==> src/rtl/conv_result_writer_pkg.sv <==
`default_nettype none
// ============================================================================
// Module      : conv_result_writer_pkg
// Description : Shared types and geometry helpers for the conv result writer.
// Revision    : 1.0 - initial release
// ============================================================================
package conv_result_writer_pkg;

    localparam int c_CONV_DATA_W = 48;

    typedef enum logic [1:0] {
        ST_IDLE    = 2'd0,
        ST_COLLECT = 2'd1,
        ST_DONE    = 2'd2
    } state_t;

    function automatic int clog2_min1(input int n);
        return (n <= 1) ? 1 : $clog2(n);
    endfunction

    function automatic int calc_out_size(input int fm, input int k, input int p, input int s);
        return ((fm - k + 2 * p) / s) + 1;
    endfunction

    // Odd pooled sizes drop the trailing row/column.
    function automatic int calc_wr_size(input int out_size, input int maxpool);
        return (maxpool != 0) ? (out_size / 2) : out_size;
    endfunction

    function automatic int calc_addr_w(input int fm, input int k, input int p, input int s,
                                       input int maxpool);
        int wr;
        wr = calc_wr_size(calc_out_size(fm, k, p, s), maxpool);
        return clog2_min1(wr * wr);
    endfunction

endpackage
`default_nettype wire

==> src/rtl/conv_result_writer_pool_line_buf.sv <==
`default_nettype none
// ============================================================================
// Module      : pool_line_buf
// Description : One-row buffer of horizontal pool maxima; 1 write, 1 async read.
// Revision    : 1.0 - initial release
// ============================================================================
module pool_line_buf #(
    parameter int DEPTH  = 2,
    parameter int DATA_W = 48,
    parameter int ADDR_W = 1
) (
    input  logic                     i_clk,
    input  logic                     i_we,
    input  logic [ADDR_W-1:0]        i_waddr,
    input  logic signed [DATA_W-1:0] i_wdata,
    input  logic [ADDR_W-1:0]        i_raddr,
    output logic signed [DATA_W-1:0] o_rdata
);

    logic signed [DATA_W-1:0] r_mem [DEPTH];

    always_ff @(posedge i_clk) begin
        if (i_we) begin
            r_mem[i_waddr] <= i_wdata;
        end
    end

    assign o_rdata = r_mem[i_raddr];

endmodule
`default_nettype wire

==> src/rtl/conv_result_writer.sv <==
`default_nettype none
// ============================================================================
// Module      : conv_result_writer
// Description : Collects raster conv results, optionally 2x2 max-pools them,
//               and writes them to the output BRAM; flags layer completion.
// Revision    : 1.0 - initial release
// ============================================================================
module conv_result_writer
    import conv_result_writer_pkg::*;
#(
    parameter int  KERNEL_SIZE = 3,
    parameter int  FM_SIZE     = 5,
    parameter int  PADDING     = 0,
    parameter int  STRIDE      = 1,
    parameter int  MAXPOOL     = 0,
    parameter int  DATA_W      = c_CONV_DATA_W,
    localparam int c_ADDR_W    = calc_addr_w(FM_SIZE, KERNEL_SIZE, PADDING, STRIDE, MAXPOOL)
) (
    input  logic                     i_clk,
    input  logic                     i_rst,
    input  logic                     i_go,
    input  logic                     i_en,
    input  logic signed [DATA_W-1:0] i_conv_result,
    output logic                     o_wr_en,
    output logic [c_ADDR_W-1:0]      o_wr_addr,
    output logic signed [DATA_W-1:0] o_wr_data,
    output logic                     o_busy,
    output logic                     o_done,
    output logic                     o_overflow
);

    localparam int c_OUT_SIZE = calc_out_size(FM_SIZE, KERNEL_SIZE, PADDING, STRIDE);
    localparam int c_WR_SIZE  = calc_wr_size(c_OUT_SIZE, MAXPOOL);
    localparam int c_N_WORDS  = c_WR_SIZE * c_WR_SIZE;
    localparam int c_CNT_W    = clog2_min1(c_OUT_SIZE);

    localparam logic [c_CNT_W-1:0]  c_LAST_IDX  = c_CNT_W'(c_OUT_SIZE - 1);
    localparam logic [c_ADDR_W-1:0] c_LAST_ADDR = c_ADDR_W'(c_N_WORDS - 1);

    state_t                   r_state;
    state_t                   w_state_nxt;
    logic                     w_start;
    logic                     w_accept;
    logic                     w_wr_fire;
    logic signed [DATA_W-1:0] w_wr_value;
    logic [c_CNT_W-1:0]       r_row;
    logic [c_CNT_W-1:0]       r_col;
    logic [c_ADDR_W-1:0]      r_addr;
    logic                     r_wr_en;
    logic [c_ADDR_W-1:0]      r_wr_addr;
    logic signed [DATA_W-1:0] r_wr_data;
    logic                     r_overflow;

    // A go pulse outside COLLECT starts a layer and swallows any same-cycle i_en.
    assign w_start  = i_go && (r_state != ST_COLLECT);
    assign w_accept = i_en && (r_state == ST_COLLECT);

    always_ff @(posedge i_clk) begin
        if (i_rst) begin
            r_state <= ST_IDLE;
        end else begin
            r_state <= w_state_nxt;
        end
    end

    always_comb begin
        w_state_nxt = r_state;
        case (r_state)
            ST_IDLE:    if (i_go) w_state_nxt = ST_COLLECT;
            ST_COLLECT: if (r_wr_en && (r_wr_addr == c_LAST_ADDR)) w_state_nxt = ST_DONE;
            ST_DONE:    if (i_go) w_state_nxt = ST_COLLECT;
            default:    w_state_nxt = ST_IDLE;
        endcase
    end

    always_ff @(posedge i_clk) begin
        if (i_rst) begin
            r_row <= '0;
            r_col <= '0;
        end else if (w_start) begin
            r_row <= '0;
            r_col <= '0;
        end else if (w_accept) begin
            if (r_col == c_LAST_IDX) begin
                r_col <= '0;
                r_row <= (r_row == c_LAST_IDX) ? '0 : r_row + c_CNT_W'(1);
            end else begin
                r_col <= r_col + c_CNT_W'(1);
            end
        end
    end

    always_ff @(posedge i_clk) begin
        if (i_rst) begin
            r_wr_en   <= 1'b0;
            r_wr_addr <= '0;
            r_wr_data <= '0;
            r_addr    <= '0;
        end else begin
            r_wr_en <= 1'b0;
            if (w_start) begin
                r_addr <= '0;
            end else if (w_wr_fire) begin
                r_wr_en   <= 1'b1;
                r_wr_addr <= r_addr;
                r_wr_data <= w_wr_value;
                r_addr    <= r_addr + c_ADDR_W'(1);
            end
        end
    end

    always_ff @(posedge i_clk) begin
        if (i_rst) begin
            r_overflow <= 1'b0;
        end else if (w_start) begin
            r_overflow <= 1'b0;
        end else if ((r_state == ST_DONE) && i_en) begin
            r_overflow <= 1'b1;
        end
    end

    generate
        if (MAXPOOL != 0) begin : g_pool
            localparam int c_LB_AW    = clog2_min1(c_WR_SIZE);
            localparam int c_POOL_LIM = 2 * c_WR_SIZE;

            logic signed [DATA_W-1:0] r_hold;
            logic signed [DATA_W-1:0] w_h;
            logic signed [DATA_W-1:0] w_lb_rd;
            logic [c_LB_AW-1:0]       w_lb_idx;
            logic                     w_in_range;
            logic                     w_lb_we;

            assign w_in_range = (int'(r_row) < c_POOL_LIM) && (int'(r_col) < c_POOL_LIM);
            assign w_h        = (i_conv_result > r_hold) ? i_conv_result : r_hold;
            assign w_lb_idx   = c_LB_AW'(r_col >> 1);
            assign w_lb_we    = w_accept && w_in_range && r_col[0] && !r_row[0];

            always_ff @(posedge i_clk) begin
                if (i_rst) begin
                    r_hold <= '0;
                end else if (w_accept && !r_col[0]) begin
                    r_hold <= i_conv_result;
                end
            end

            pool_line_buf #(
                .DEPTH  (c_WR_SIZE),
                .DATA_W (DATA_W),
                .ADDR_W (c_LB_AW)
            ) u_line_buf (
                .i_clk   (i_clk),
                .i_we    (w_lb_we),
                .i_waddr (w_lb_idx),
                .i_wdata (w_h),
                .i_raddr (w_lb_idx),
                .o_rdata (w_lb_rd)
            );

            // Bottom-right sample of a 2x2 window completes it.
            assign w_wr_fire  = w_accept && w_in_range && r_col[0] && r_row[0];
            assign w_wr_value = (w_lb_rd > w_h) ? w_lb_rd : w_h;
        end else begin : g_raw
            assign w_wr_fire  = w_accept;
            assign w_wr_value = i_conv_result;
        end
    endgenerate

    assign o_wr_en    = r_wr_en;
    assign o_wr_addr  = r_wr_addr;
    assign o_wr_data  = r_wr_data;
    assign o_busy     = (r_state == ST_COLLECT);
    assign o_done     = (r_state == ST_DONE);
    assign o_overflow = r_overflow;

endmodule
`default_nettype wire

==> config.mk <==
export PLATFORM = sky130hd
export DESIGN_NAME = conv_result_writer
export DESIGN_NICKNAME = d
export VERILOG_FILES = /design/src/rtl/conv_result_writer_pkg.sv /design/src/rtl/conv_result_writer_pool_line_buf.sv /design/src/rtl/conv_result_writer.sv
export SDC_FILE = /design/constraint.sdc
export NUM_CORES = 1
export LEC_CHECK = 0
export BUFFER_PORTS_ARGS = -buffer_cell sky130_fd_sc_hd__buf_2
export CAP_MARGIN = 15
export CORE_AREA = 5 5 80 82
export CTS_CLUSTER_DIAMETER = 40
export DETAILED_ROUTE_END_ITERATION = 10
export DIE_AREA = 0 0 85 87
export GPL_ROUTABILITY_DRIVEN = 1
export PLACE_DENSITY = 0.72
export SETUP_SLACK_MARGIN = 0.2
export SKIP_CTS_REPAIR_TIMING = 1
export SLEW_MARGIN = 30
export SYNTH_ARGS = -nofsm -noshare
export SYNTH_HDL_FRONTEND = slang
export SYNTH_SLANG_ARGS = --single-unit
==> constraint.sdc <==
create_clock -name i_clk -period 1.2 [get_ports i_clk]
set_clock_uncertainty 0.2 [all_clocks]
set_input_delay 0.12 -clock i_clk [delete_from_list [all_inputs] [get_ports i_clk]]
set_output_delay 0.12 -clock i_clk [all_outputs]
set_load 0.01 [all_outputs]
# After elaboration in Yosys (flattened, before gate mapping)

Index checks and enable logic that the tools add are counted.
W data, S select, Z words.

Output and inout bits: 56
Logic and storage cells: 27
Flip-flop bits (word level): 60
Memory bits (read-only): 0
Latch bits: 0
Memories: 0
Bits of input ports: 52
Memory bits (writable): 0

Mux-type cells: 4
$mul: 0
Equal/unequal tests: 6
Reductions and logical operators: 9
Divide/modulo/power cells: 0
Magnitude comparators: 0
Bitwise logic cells: 1
Shifts and indexed selects: 0
$add $sub $neg: 1

Operator list:

| kind                  | count |
|---|---|
| $ne A2 B1 Y1 const B  | 3 |
| $add A4 B1 Y4 const B | 1 |
| $eq A4 B4 Y1 const B  | 1 |
| $logic_and A1 B1 Y1   | 4 |
| $mux W2               | 2 |
| $pmux W2 S2           | 1 |
| $reduce_and A2 Y1     | 2 |
| $reduce_or A2 Y1      | 2 |
| $eq A2 B1 Y1 const B  | 1 |
| $eq A2 B2 Y1 const B  | 1 |
| $logic_not A2 Y1      | 1 |
| $mux W1               | 1 |
| $not A1 Y1            | 1 |

# Longest topological paths before layout

Gate-level depths: netlist (run 1).

Word-level depth: 4
Mapped depth: 5
Mapped depth without buffers: 4

# Least setup slack after synthesis (run 1)

No wires, ideal clock.

Path kind: register -> register
Start point: reg r_addr[0]
End point: reg r_addr[2]
Library setup time: 0.070 ns
Stages on the path, launching flop included: 5
Clock period less this slack: 1.259 ns
Slack: -0.059 ns
Arrival: 0.989 ns
Path buffers: 0
Required time: 0.930 ns
Cells stage by stage: dfxtp_1 > ha_1 > inv_1 > or3_1 > a21oi_1

Longest elaborated chain between the ends: 1

RTL lines:

| item                   | RTL line                  | RTL |
|---|---|---|
| start, declared        | conv_result_writer.sv:48  | `logic [c_ADDR_W-1:0] r_addr;` |
| start signal, assigned | conv_result_writer.sv:107 | `r_addr <= r_addr + c_ADDR_W'(1);` |
| $add A4 B1 Y4          | conv_result_writer.sv:107 |  |

Every way passes these cells.
A chain may end at the register's enable or synchronous reset.

# Worst setup path after layout (run 1)

Start point: reg r_state[1]
End point: reg r_wr_data[32] (netlist: o_wr_data[32])

Longest elaborated chain between the ends: 4
Elaborated cells on any way between the ends: 6
Classes of those cells: eq/ne: 2; bitwise: 1; reduce/logical: 3

RTL lines:

| item                            | RTL line                  | RTL |
|---|---|---|
| start, declared                 | conv_result_writer.sv:40  | `state_t r_state;` |
| start signal, assigned          | conv_result_writer.sv:62  | `r_state <= w_state_nxt;` |
| $ne A2 B1 Y1                    | conv_result_writer.sv:55  | `assign w_start = i_go && (r_state != ST_COLLECT);` |
| $logic_and A1 B1 Y1             | conv_result_writer.sv:55  |  |
| $not A1 Y1 (no line)            | -                         |  |
| $reduce_and A2 Y1 (no line) (*) | -                         |  |
| end signal, assigned            | conv_result_writer.sv:106 | `r_wr_data <= w_wr_value;` |
| end, declared                   | conv_result_writer.sv:51  | `logic signed [DATA_W-1:0] r_wr_data;` |

Mark *: on every way between the ends. The rest lies on a longest branch, timed or not.

==> run metrics, run 1 <==
measured slew at the worst slew-check pin=0.279 ns; register area share after synthesis=0.562; CP Launch Type=flip-flop; minimum clock period=1.45 ns; initial antenna violation count=0; GRT Residual Overflow=0; failing checks=hold timing, setup timing; IO buf count=107; Placement Rows=28; Ports=108; cell taking the most area after synthesis=dfxtp_1; Post-Syn Instances=264; Pwr Density=1050 nW/um^2; DRT Pass-1 Iters=6; Critical Path AT=1.49 ns; Fin. Hold Viols=6; Ys Warns=0; M3 GR Usage=0.0558; die footprint=7400 sq um; setup slack after layout=-0.253 ns; Reg2Reg Launch Point=r_state[1]; unrepaired setup endpoints after global routing=true; worst hold slack=-0.113 ns; clock-pin transition on the worst setup and hold timing paths=0.06 ns; CTS tree=done; Setup-failing EPs final=60; multiplexer share of the synthesized area=0; first-pass GRT wire length=8620 um; CTS sink count=60; Synth Area in Adders=0.00585; maximum clock insertion buffer count=2; post-layout power=4.43 mW; post-synth top area share=0.562; RePlAce Congestion=0.722; Final period util=1.21; DP Worst Slack=-0.145 ns; GR Util All Layers=0.144; Post-Syn Area=2140 sq um; Synth Net Count=317; final slew viol count=0; Compound-Gate Fraction of Synth Area=0.148; overall routed net length=7970 um; synth top area cells=dfxtp_1 (56%), nand2_1 (19%), a21oi_1 (13%); clock insertion delay at the later pin of the skew report=0.31 ns; layout cell share with drive strength beyond 1=0.559; Synth Area in XOR/XNOR=0.00410; leading cell type in the layout, fill and taps excluded=nand2_1; Layout area overhead=97.8%; Post-Synth Simple-Gate Area=0.225; die span in x=85 um; hold crit path type=input port to flip-flop; ant diodes=0; Lkg Pwr=1.77 nW; Setup crit start=r_state[1]; drt wl/cell=15.4 um; height of the die=87 um; pin count of the biggest net entering global routing=36; number of global-route vias before repair=1933; CP required=1.24 ns; Reg2Reg Depth=5; TritonCTS buffer count=9; CP Max Fanout=5; CP Capture Type=flip-flop; Hold Crit Start=i_en; Final Net Count=492; 1st-iter DRT viols=60; drt drc=0; post-synth cell types=22; post-DP HPWL=3880 um; DR vias=2492; combinational family with the most area after synthesis=simple AND/OR/NAND/NOR gates; slew margin rel.=0.814; GR peak layer=met2; MaxCap Viol Count=0; Initial Util=0.377; antenna-violating nets left=0; core area=5680 sq um; Synth Register Bits=60; fmax=688 MHz; Max IR drop VDD=0.000663 V; Worst Hold Path Cells=3; Root Driver=clkbuf_8; commonest cells after routing, fill and taps aside=nand2_1 (96), buf_6 (60), dfxtp_2 (54); H-tree levels=3; average cell area after synthesis=8.10 sq um; critical path class=flip-flop to flip-flop; met2 GRT Util=0.242; met1 global-route usage=0.163; status=finished with violations; vias per cell=4.80
==> logic make-up (layout without fill, tap and decap cells) <==
kind of cell	after synthesis	in the layout
DFF	60	60
xor gates and xnor gates	1	1
and+or+nand+nor	120	120
buffers and inverters	20	200
adders and majority gates	1	1
AOI/OAI and AO/OA	62	62
==> flip-flops by register name, indices dropped and copies added (netlist names) <==
register,cells
o_wr_data,48
o_wr_addr,4
r_addr,4
r_state,2
o_overflow,1
o_wr_en,1
==> power breakdown <==
part / internal, mW / leakage [nW] / total [mW] / switching, mW
logic: 0.438 / 1.17 / 0.773 / 0.335
registers: 2.07 / 0.515 / 2.12 / 0.0530
clock network: 0.803 / 0.0844 / 1.53 / 0.725
==> path summary, 6_finish.rpt <==
path | end | slack [ns]
worst min-delay path | o_overflow | -0.11
worst max-delay path | o_wr_data[32] | -0.25
worst max register to register | o_wr_data[32] | -0.25
worst min register to register | o_wr_data[4] | 0.26
==> critical path, cell delays in order (launching register included) <==
cell and delay [ns]:
dfxtp_2 0.32, and3b_2 0.38, buf_4 0.16, buf_6 0.11, nand2_1 0.07, a21oi_1 0.13
==> synthesized netlist by cell type (all sizes together) <==
cell type and count:
nand3b 1, and3b 1, a31oi 1, o21ai 2, nand2b 2, ha 1, nor2b 1, dfxtp 60
clkbuf 4, a21o 2, nor4b 1, nor2 4, nor3b 1, a21oi 57, inv 2, or3 2
nand3 1, xnor2 1, buf 14, nand2 106
==> final cells by class <==
class / count / area [sq um]
Tap cell: 75 / 93.8
Fill cell: 405 / 1450
Multi-Input combinational cell: 184 / 1020
Clock inverter: 2 / 10.0
Timing Repair Buffer: 182 / 1660
Clock buffer: 14 / 153
Inverter: 2 / 7.51
Sequential cell: 60 / 1280
==> per-layer routing <==
layer  up-vias  wire [um]  part of all wire
met5         -          0                 0
met4         0        122             0.015
met3        12        516             0.065
met1      1182       2960              0.37
met2        96       4380              0.55
li1       1202          -                 -
==> metrics by stage <==
step / TNS (ns) / hold slack (ns) / cell area [sq um] / util / cells
after floorplan: -0.256 / 0.0560 / 2190 / - / 264
after global placement: -4.02 / 0.162 / 2810 / 0.494 / 441
after detailed placement: -5.58 / 0.166 / 2810 / 0.494 / 441
after CTS: -7.30 / -0.182 / 2970 / 0.523 / 457
after global routing: -12.96 / -0.128 / 4230 / 0.745 / 519
final: -9.54 / -0.113 / 4230 / 0.745 / 519
(Power assumes the default switching activity.)
==> run 2: changes to the inputs <==
CORE_AREA = 5 5 72 90   (was 5 5 80 82)
DIE_AREA = 0 0 77 95   (was 0 0 85 87)
GPL_TIMING_DRIVEN = 1   (was default)
PLACE_DENSITY = 0.73   (was 0.72)
RECOVER_POWER = 25   (was default)
==> run 2 against run 1 <==
Against the previous run: largest cell class unchanged; die area fell by 1.1%; largest power group unchanged; the run still ends with hold timing, setup timing left; clock power up 3%; non-clock buffer count grew 2.
==> run metrics, run 2 (same netlist as run 1, synthesis figures left out) <==
status=finished with violations; failing checks=hold timing, setup timing; IO buf count=107 (unchanged); post-DP HPWL=3850 um (-0.96%); Fin. Hold Viols=6 (unchanged); unrepaired setup endpoints after global routing=true; GR Util All Layers=0.146 (+0.00203); die footprint=7320 sq um (-1.1%); Clk pwr share=0.352 (+0.007); M1 WL=2870 um (-2.8%); crit path cell chain=and3b_2 > clkbuf_16 > nand2_1 > a21oi_1; total net switching power=1.14 mW (+2.2%); clock-pin transition on the worst setup and hold timing paths=0.06 ns (about the same); worst hold slack=-0.0478 ns (+0.0656 ns); first-pass GRT wire length=8450 um (-2.0%); CP Capture Type=flip-flop; drt wl/cell=15.5 um (+0.95%); ant diodes=0 (unchanged); core area=5620 sq um (-0.90%); setup slack after layout=-0.233 ns (+0.0200 ns); Setup-failing EPs final=61 (+1.7%); Reg power frac=0.473 (-0.007); Root Driver=clkbuf_8; measured slew at the worst slew-check pin=0.262 ns (-0.0170 ns); CP Max Fanout=13 (+8); vias per cell=4.89 (+1.8%); fmax=698 MHz (+1.4%); MaxCap Viol Count=0 (unchanged); leading cell type in the layout, fill and taps excluded=nand2_1; met3 routed WL=484 um (-6.2%); maximum clock insertion buffer count=2 (unchanged); DR vias=2498 (+0.24%); Placement Rows=31 (+11%); CP delay by family, top=simple AND/OR/NAND/NOR gates; CP required=1.25 ns (about the same); Lkg Pwr=1.90 nW (+6.9%); Final period util=1.19 (-0.0166); post-placement cell area=2820 sq um (+0.40%); placed cell count=435 (-1.4%); Max IR drop VDD=0.000803 V (+21%); CP Launch Type=flip-flop; hold crit path type=input port to flip-flop; Logic pwr share=0.175 (about the same); die span in x=77 um (-9.4%); layout cell share with drive strength beyond 1=0.584 (+0.0257); final slew viol count=0 (unchanged); slowest stage delay, CP=0.39 ns (about the same); TritonCTS buffer count=9 (unchanged); GRT Residual Overflow=0 (unchanged); Ports=108 (unchanged); DRT Pass-1 Iters=4 (-2); clock insertion delay at the later pin of the skew report=0.33 ns (+0.02 ns); pin count of the biggest net entering global routing=35 (-2.8%); minimum clock period=1.43 ns (-0.0200 ns); overall routed net length=7920 um (-0.60%); met2 wire length=4340 um (-0.87%); antenna-violating nets left=0 (unchanged); Pwr Density=1040 nW/um^2 (-0.98%); Critical Path AT=1.49 ns (about the same); drt drc=0 (unchanged); DP Worst Slack=-0.167 ns (-0.0219 ns); switch share=0.253 (+0.00129); CTS sink count=60 (unchanged); internal power=3.36 mW (+1.5%); number of global-route vias before repair=1980 (+2.4%); H-tree levels=3 (unchanged); initial antenna violation count=0 (unchanged); area occupied by registers=1270 sq um (-0.88%); fill cell count=354 (-13%); Non-Filler Instances=511 (-1.5%); max reg flops=48 (unchanged); top layer in use=met4; Final Net Count=494 (+0.41%); critical path class=flip-flop to flip-flop; CTS tree=done; Crit-path slowest cell=and3b_2; height of the die=95 um (+9.2%); Layout area overhead=103%; Initial Util=0.380 (+0.00344); cell area after layout=4340 sq um (+2.7%); slew margin rel.=0.826 (+0.0113); multi-input logic area=1120 sq um (+9.3%); 1st-iter DRT viols=70 (+17%); RePlAce Congestion=0.717 (-0.73%); CP Buf/Inv Count=1 (-1); commonest cells after routing, fill and taps aside=nand2_1 (85), buf_6 (59), buf_2 (55)
[run 2: cell count changes in the layout (fill, tap and decap cells not counted), moves of 2 or more]
cell	before	now
clkbuf_16	1	3
dfxtp_4	3	0
clkbuf_1	4	2
buf_2	53	55
nand2_1	96	85
dfxtp_1	3	6
nand2_4	6	16
[run 2: power by group through the flow]
stage          Clock [mW]  Sequential (mW)  Combinational (mW)
2_1_floorplan           0             2.18               0.204
3_3_place_gp            0             2.14               0.426
3_5_place_dp            0             2.14               0.433
4_1_cts              1.62             2.10               0.435
5_1_grt              1.70             2.13               0.844
6_report             1.58             2.13               0.789
[run 2: cell type report]
type	count	area share
clock inverter	2	0.00230
clock buffer	13	0.0366
multi-input combinational	184	0.257
timing repair buffer	184	0.391
inverter	2	0.00173
sequential	60	0.292
tap	66	0.0190
[run 2: per-layer routing]
layer	global-route usage	vias to the layer above
li1	-	1211
met1	0.144	1164
met2	0.258	103
met3	0.0496	20
met4	0.0974	0
met5	0	-
[run 2: final timing paths]
check / from / to / slack (ns) / cells after the start
max: r_state[1] / o_wr_data[47] / -0.23 / 4
min: i_rst / r_addr[1] / -0.05 / 3
max reg2reg: r_state[1] / o_wr_data[47] / -0.23 / 4
min reg2reg: o_wr_data[1] / o_wr_data[1] / 0.26 / 2
[run 2: worst min-delay path: stages]
cell and delay (ns):
buf_2 0.14, a21o_4 0.15, a21oi_2 0.03
[run 2: through the flow]
stage	total power [mW]	hold WS, ns	util	TNS (ns)
after floorplan	2.38	0.0560	-	-0.256
after global routing	4.68	-0.0475	0.772	-12.81
after CTS	4.15	-0.192	0.531	-7.71
after detailed placement	2.57	0.169	0.501	-6.10
final	4.50	-0.0478	0.772	-9.28
after global placement	2.57	0.160	0.501	-3.82
